[config.mk]
export PLATFORM = sky130hd
export DESIGN_NAME = step_clock_gen_flat
export DESIGN_NICKNAME = d
export VERILOG_FILES = /design/src/rtl/step_clock_gen_if.sv /design/src/rtl/step_clock_gen.sv /design/src/flat_wrapper.sv
export SDC_FILE = /design/constraint.sdc
export NUM_CORES = 1
export LEC_CHECK = 0
export BUFFER_PORTS_ARGS = -buffer_cell sky130_fd_sc_hd__buf_2
export CORE_MARGIN = 3
export CORE_UTILIZATION = 35
export CTS_BUF_LIST = sky130_fd_sc_hd__clkbuf_8
export CTS_CLUSTER_DIAMETER = 120
export DETAILED_ROUTE_END_ITERATION = 7
export PLACE_DENSITY = 0.63
export RECOVER_POWER = 50
export SETUP_SLACK_MARGIN = 0.5
export SLEW_MARGIN = 20
export SYNTH_ARGS = -nofsm -noshare
export SYNTH_HDL_FRONTEND = slang
export SYNTH_SLANG_ARGS = --single-unit
[constraint.sdc]
create_clock -name clk -period 6.9 [get_ports clk]
set_clock_uncertainty 0.2 [all_clocks]
set_input_delay 1.035 -clock clk [delete_from_list [all_inputs] [get_ports clk]]
set_output_delay 1.035 -clock clk [all_outputs]
set_load 0.01 [all_outputs]
[src/rtl/step_clock_gen_if.sv]
// Command/timing inputs and strobe outputs of the step clock generator.
interface step_clock_gen_if #(
  parameter int PW = 24
);
  logic          start;
  logic          stop;
  logic          pause;
  logic [PW-1:0] period;
  logic [PW-1:0] gate_len;
  logic          step_pulse;
  logic          bar_pulse;
  logic          gate;
  logic          running;

  modport master (
    output start, stop, pause, period, gate_len,
    input  step_pulse, bar_pulse, gate, running
  );

  modport slave (
    input  start, stop, pause, period, gate_len,
    output step_pulse, bar_pulse, gate, running
  );
endinterface

[src/rtl/step_clock_gen.sv]
// Sequencer step clock: IDLE/RUN/PAUSE FSM producing step, bar and gate strobes,
// with period and gate length latched only at step boundaries.
module step_clock_gen #(
  parameter int PW            = 24,
  parameter int STEPS_PER_BAR = 8
) (
  input logic              clk,
  input logic              rst_n,
  step_clock_gen_if.slave  bus
);

  localparam int SW = (STEPS_PER_BAR > 1) ? $clog2(STEPS_PER_BAR) : 1;
  localparam logic [SW-1:0] LAST_IDX = SW'(STEPS_PER_BAR - 1);

  localparam logic [1:0] S_IDLE  = 2'd0;
  localparam logic [1:0] S_RUN   = 2'd1;
  localparam logic [1:0] S_PAUSE = 2'd2;

  logic [1:0]    state, state_d;
  logic [PW-1:0] phase, phase_d;
  logic [SW-1:0] step_idx, idx_d;
  logic [PW-1:0] period_q, per_d;
  logic [PW-1:0] gate_q, gq_d;
  logic          pulse_q, pulse_d;
  logic          bar_q, bar_d;
  logic          gate_r, gate_d;
  logic          run_q, run_d;

  // A step needs at least two cycles so the gate can drop before the next pulse.
  function automatic logic [PW-1:0] clamp_period(input logic [PW-1:0] p);
    return (p < PW'(2)) ? PW'(2) : p;
  endfunction

  function automatic logic [PW-1:0] clamp_gate(input logic [PW-1:0] g,
                                               input logic [PW-1:0] p);
    return (g > p - PW'(1)) ? p - PW'(1) : g;
  endfunction

  always_comb begin
    state_d = state;
    phase_d = phase;
    idx_d   = step_idx;
    per_d   = period_q;
    gq_d    = gate_q;
    pulse_d = 1'b0;
    bar_d   = 1'b0;
    gate_d  = 1'b0;
    run_d   = 1'b0;
    if (bus.stop) begin
      state_d = S_IDLE;
      phase_d = '0;
      idx_d   = '0;
    end else begin
      case (state)
        S_IDLE: begin
          if (bus.start && !bus.pause) begin
            state_d = S_RUN;
            phase_d = '0;
            idx_d   = '0;
            per_d   = clamp_period(bus.period);
            gq_d    = clamp_gate(bus.gate_len, per_d);
            pulse_d = 1'b1;
            bar_d   = 1'b1;
            gate_d  = (gq_d != '0);
            run_d   = 1'b1;
          end
        end
        S_RUN: begin
          if (bus.pause) begin
            state_d = S_PAUSE;
          end else if (phase == period_q - PW'(1)) begin
            phase_d = '0;
            idx_d   = (step_idx == LAST_IDX) ? '0 : step_idx + SW'(1);
            per_d   = clamp_period(bus.period);
            gq_d    = clamp_gate(bus.gate_len, per_d);
            pulse_d = 1'b1;
            bar_d   = (idx_d == '0);
            gate_d  = (gq_d != '0);
            run_d   = 1'b1;
          end else begin
            phase_d = phase + PW'(1);
            gate_d  = (phase_d < gate_q);
            run_d   = 1'b1;
          end
        end
        S_PAUSE: begin
          // Resume continues the frozen step; the gate comes back if still inside it.
          if (bus.start && !bus.pause) begin
            state_d = S_RUN;
            gate_d  = (phase < gate_q);
            run_d   = 1'b1;
          end
        end
        default: begin
          state_d = S_IDLE;
          phase_d = '0;
          idx_d   = '0;
        end
      endcase
    end
  end

  always_ff @(posedge clk or negedge rst_n) begin
    if (!rst_n) begin
      state    <= S_IDLE;
      phase    <= '0;
      step_idx <= '0;
      period_q <= PW'(2);
      gate_q   <= '0;
      pulse_q  <= 1'b0;
      bar_q    <= 1'b0;
      gate_r   <= 1'b0;
      run_q    <= 1'b0;
    end else begin
      state    <= state_d;
      phase    <= phase_d;
      step_idx <= idx_d;
      period_q <= per_d;
      gate_q   <= gq_d;
      pulse_q  <= pulse_d;
      bar_q    <= bar_d;
      gate_r   <= gate_d;
      run_q    <= run_d;
    end
  end

  assign bus.step_pulse = pulse_q;
  assign bus.bar_pulse  = bar_q;
  assign bus.gate       = gate_r;
  assign bus.running    = run_q;

endmodule

[src/flat_wrapper.sv]
// flat-port wrapper written by rule: the top's interface ports become plain ports
module step_clock_gen_flat 
#(
  parameter int PW            = 24,
  parameter int STEPS_PER_BAR = 8
)
  (clk, rst_n, bus_start, bus_stop, bus_pause, bus_period, bus_gate_len, bus_step_pulse, bus_bar_pulse, bus_gate, bus_running);
  step_clock_gen_if #(.PW(PW)) bus_i ();
  input logic clk;
  input logic rst_n;
  input wire logic [$bits(bus_i.start)-1:0] bus_start;
  input wire logic [$bits(bus_i.stop)-1:0] bus_stop;
  input wire logic [$bits(bus_i.pause)-1:0] bus_pause;
  input wire logic [$bits(bus_i.period)-1:0] bus_period;
  input wire logic [$bits(bus_i.gate_len)-1:0] bus_gate_len;
  output wire logic [$bits(bus_i.step_pulse)-1:0] bus_step_pulse;
  output wire logic [$bits(bus_i.bar_pulse)-1:0] bus_bar_pulse;
  output wire logic [$bits(bus_i.gate)-1:0] bus_gate;
  output wire logic [$bits(bus_i.running)-1:0] bus_running;
  assign bus_i.start = bus_start;
  assign bus_i.stop = bus_stop;
  assign bus_i.pause = bus_pause;
  assign bus_i.period = bus_period;
  assign bus_i.gate_len = bus_gate_len;
  assign bus_step_pulse = bus_i.step_pulse;
  assign bus_bar_pulse = bus_i.bar_pulse;
  assign bus_gate = bus_i.gate;
  assign bus_running = bus_i.running;
  step_clock_gen #(.PW(PW), .STEPS_PER_BAR(STEPS_PER_BAR)) u_core (.clk(clk), .rst_n(rst_n), .bus(bus_i));
endmodule
==> qor.csv <==
stage;metric;value;unit
status;outcome;finished with violations;
status;violations;capacitance limit, slew limit;
route;routedWlPerCell;18.8;um
critical_path;worstSetupStartpointType;primary input;
die;io_pins;57;
sta;relSlewSlack;-0.783;
logic_synthesis;synthCells;832;
logic_synthesis;syn_nets;960;
clocking;cts_buffers;9;
critical_path;critPathCapture;u_core.bus.gate;
critical_path;r2r_end;u_core.gate_q[23];
critical_path;crit_required;6.94;ns
sta;fin_crit;6.00;ns
run;maxCapViolCount;2;
grt;grt_pass1_wl;34500;um
critical_path;reg2regPathDepth;11;
critical_path;critPathKind;in -> reg;
cells_and_area;diodes;0;
clocking;path_clk_slew;0.10;ns
sta;finalMaxSlewViolations;84;
power_and_ir_drop;ir_drop;0.000118;V
die;fp.dieW;148;um
clocking;post_cts_resized;0;
route;drc_errors;0;
logic_synthesis;synth_area;0.00706;mm2
clocking;cts_tree;yes;
clocking;clock_path_buffers;2;
power_and_ir_drop;power_density;190;mW/mm2
placement;port_buffers;56;
clocking;insertion_delay;0.39;ns
sta;fmax;0.167;GHz
die;die_area;0.0219;mm2
cells_and_area;fin_nets;1000;
placement;place_congestion;0.902;
logic_synthesis;synth_edf_count;0;
logic_synthesis;synth_area_per_cell;8.48;um2
clocking;h-tree-depth;3;
logic_synthesis;synth_flop_cell;dfrtp_1;
route;routed_wl;21500;um
die;fp.dieH;148;um
sta;whs;0.310;ns
sta;tns;0;ns
route;vias;6416;
route;drtPass1Iterations;7;
logic_synthesis;synth_warnings;0;
die;core_area;0.0197;mm2
critical_path;crit_arrival;6.04;ns
grt;grt_max_degree;52;
logic_synthesis;synth-seq-cells;81;
grt;grt_overflow;0;
clocking;clock-sinks;81;
min_path;hold_class;reg -> reg;
die;initial_core_util;0.359;
logic_synthesis;synthArstFlopShare;1.00;
critical_path;critPathLaunch;bus_period[4];
cells_and_area;final_layout_size_suffix_gt1_frac;0.116;
sta;grt_setup_unrepaired;false;
sta;setup_viol;0;
grt;grt_pass1_vias;6067;
sta;layout_worst_path_cycle_share;0.869;
critical_path;timing.rr.start;u_core.period_q[4];
grt;grt_antenna_before_repair;0;
logic_synthesis;synth_cell_type_count;74;
critical_path;cp_max_fo;5;
logic_synthesis;ys_seq_area_frac;0.287;
clocking;cts-root-buf;clkbuf_8;
sta;worst_pin_slew;2.67;ns
power_and_ir_drop;p_leak;3.42;nW
grt;grt_usage;0.201;
sta;hold_viol_final;0;
die;num_rows;51;
cells_and_area;area_growth;10.3;%
route;drt_first_iter_violations;544;
critical_path;worstSetupEndpointType;flip-flop;
route;detail_route.vias_per_cell;5.62;
placement;dp_hpwl;16900;um
critical_path;ff2ff_setup_slack;2.36;ns
route;ant_nets;0;
[registers in the layout (all words and copies together), names as in the netlist]
signal                 cells
u_core.gate_q             24
u_core.period_q           24
u_core.phase              24
u_core.step_idx            3
u_core.state               2
u_core.bus.bar_pulse       1
u_core.bus.gate            1
u_core.bus.running         1
u_core.bus.step_pulse      1
[area by class of cell]
cell class / instances / area [um2]
clock buffers: 9 / 124
clock inverters: 7 / 101
fillers: 2085 / 11900
inverters: 39 / 146
multi-input cells: 675 / 4700
flip-flops and latches: 81 / 2030
well taps: 265 / 332
repair buffers: 66 / 349
[Yosys cell counts, types with 10 or more instances]
library cell,instances,area [um2]
o211ai_1,15,113
o21ai_1,10,50.1
nand2b_1,21,131
a21o_1,12,90.1
clkbuf_1,25,93.8
nor2_1,62,233
o21ai_0,65,325
nor4_1,22,138
inv_1,38,143
nand2_1,71,267
a21oi_1,37,185
nand3_1,28,140
xnor2_1,41,359
and3_1,17,106
ha_1,75,938
mux2_1,22,248
nor3_1,20,100
nand4_1,18,113
dfrtp_1,80,2000
xor2_1,27,236
[layer usage]
layer,vias up,track usage,part of all wire
li1,3108,-,-
met1,3051,0.290,0.47
met3,38,0.0261,0.057
met5,-,0,0
met4,0,0.0864,0.037
met2,219,0.303,0.43
[report_power, final]
group,switching [mW],internal [mW],leakage [nW]
registers,0.0751,0.543,1.03
clock network,0.210,0.208,0.112
logic,0.268,0.174,2.27
[through the flow]
stage / total power, mW / instances / area (um2) / worst slack [ns] / utilization
after floorplan: 0.906 / 832 / 7060 / 0.999 / -
after global placement: 1.05 / 1124 / 7550 / 0.573 / 0.384
after detailed placement: 1.06 / 1124 / 7550 / 0.485 / 0.384
after CTS: 1.48 / 1140 / 7780 / 0.899 / 0.396
after global routing: 1.58 / 1142 / 7780 / 0.481 / 0.396
final: 1.48 / 1142 / 7780 / 0.901 / 0.396
[timing repair]
item / in CTS / in global routing
endpoints found under the setup margin: 0 / 2
hold buffers: 0 / 0
endpoints found under the hold margin: 0 / 0
setup buffers: 0 / 2
[worst max-delay path: stages]
cell and delay, ns:
buf_2 0.12, or3_1 0.43, or3_1 0.39, nor4b_2 0.29, a21bo_2 0.25, ha_1 0.25
nor3b_1 0.28, nand4_1 0.22, buf_4 0.21, nor3_1 0.17, xnor2_1 0.12, ha_1 0.29
nand4_1 0.12, nor4_1 0.34, and4_1 0.26, o31ai_1 0.08, a22o_1 0.25, or4_1 0.51
a22oi_2 0.18, a31o_2 0.16, a21oi_1 0.06
[worst min-delay path by stage]
stage	start	endpoint	slack [ns]	cells past startpoint
global placement	u_core.gate_q[23]	u_core.gate_q[23]	0.28	1
detailed placement	u_core.gate_q[23]	u_core.gate_q[23]	0.29	1
floorplan	u_core.gate_q[23]	u_core.gate_q[23]	0.26	1
finish	u_core.gate_q[23]	u_core.gate_q[23]	0.31	1
CTS	u_core.gate_q[23]	u_core.gate_q[23]	0.32	1
global route	u_core.step_idx[1]	u_core.step_idx[1]	0.35	1
[cell usage in the layout, fill, tap and decap left out, types with 3 or more instances in the layout]
cell type	n
a21o_1	12
or4_1	9
nor3_1	20
clkbuf_1	3
buf_2	54
or2_2	5
o21ai_0	65
inv_1	38
o31ai_1	4
dfrtp_1	80
nor2b_1	5
buf_4	9
and2_1	9
nand3_1	28
a21oi_1	37
mux2_1	22
nand2_1	71
a21boi_0	3
and3_1	17
nor3b_1	3
ha_1	75
a211oi_1	6
o211ai_1	15
o21a_1	3
o21ai_1	10
nand2b_1	21
nor4_1	22
or3_1	9
clkbuf_8	9
mux2i_1	6
nand4_1	18
xnor2_1	41
nor2_1	61
xor2_1	27
[cell families (layout without fill, tap and decap cells)]
group | count (synthesis) | after routing | synth area share
AO/OA/AOI/OAI | 189 | 189 | 0.171
flip-flops | 81 | 81 | 0.287
buffers and inverters | 76 | 121 | 0.0468
adder cells (fa/ha/maj) | 75 | 75 | 0.133
XOR/XNOR | 68 | 68 | 0.0844
AND/OR/NAND/NOR | 313 | 313 | 0.231
multiplexers | 30 | 30 | 0.0468
No activity file was read; power rests on OpenSTA's default activity.
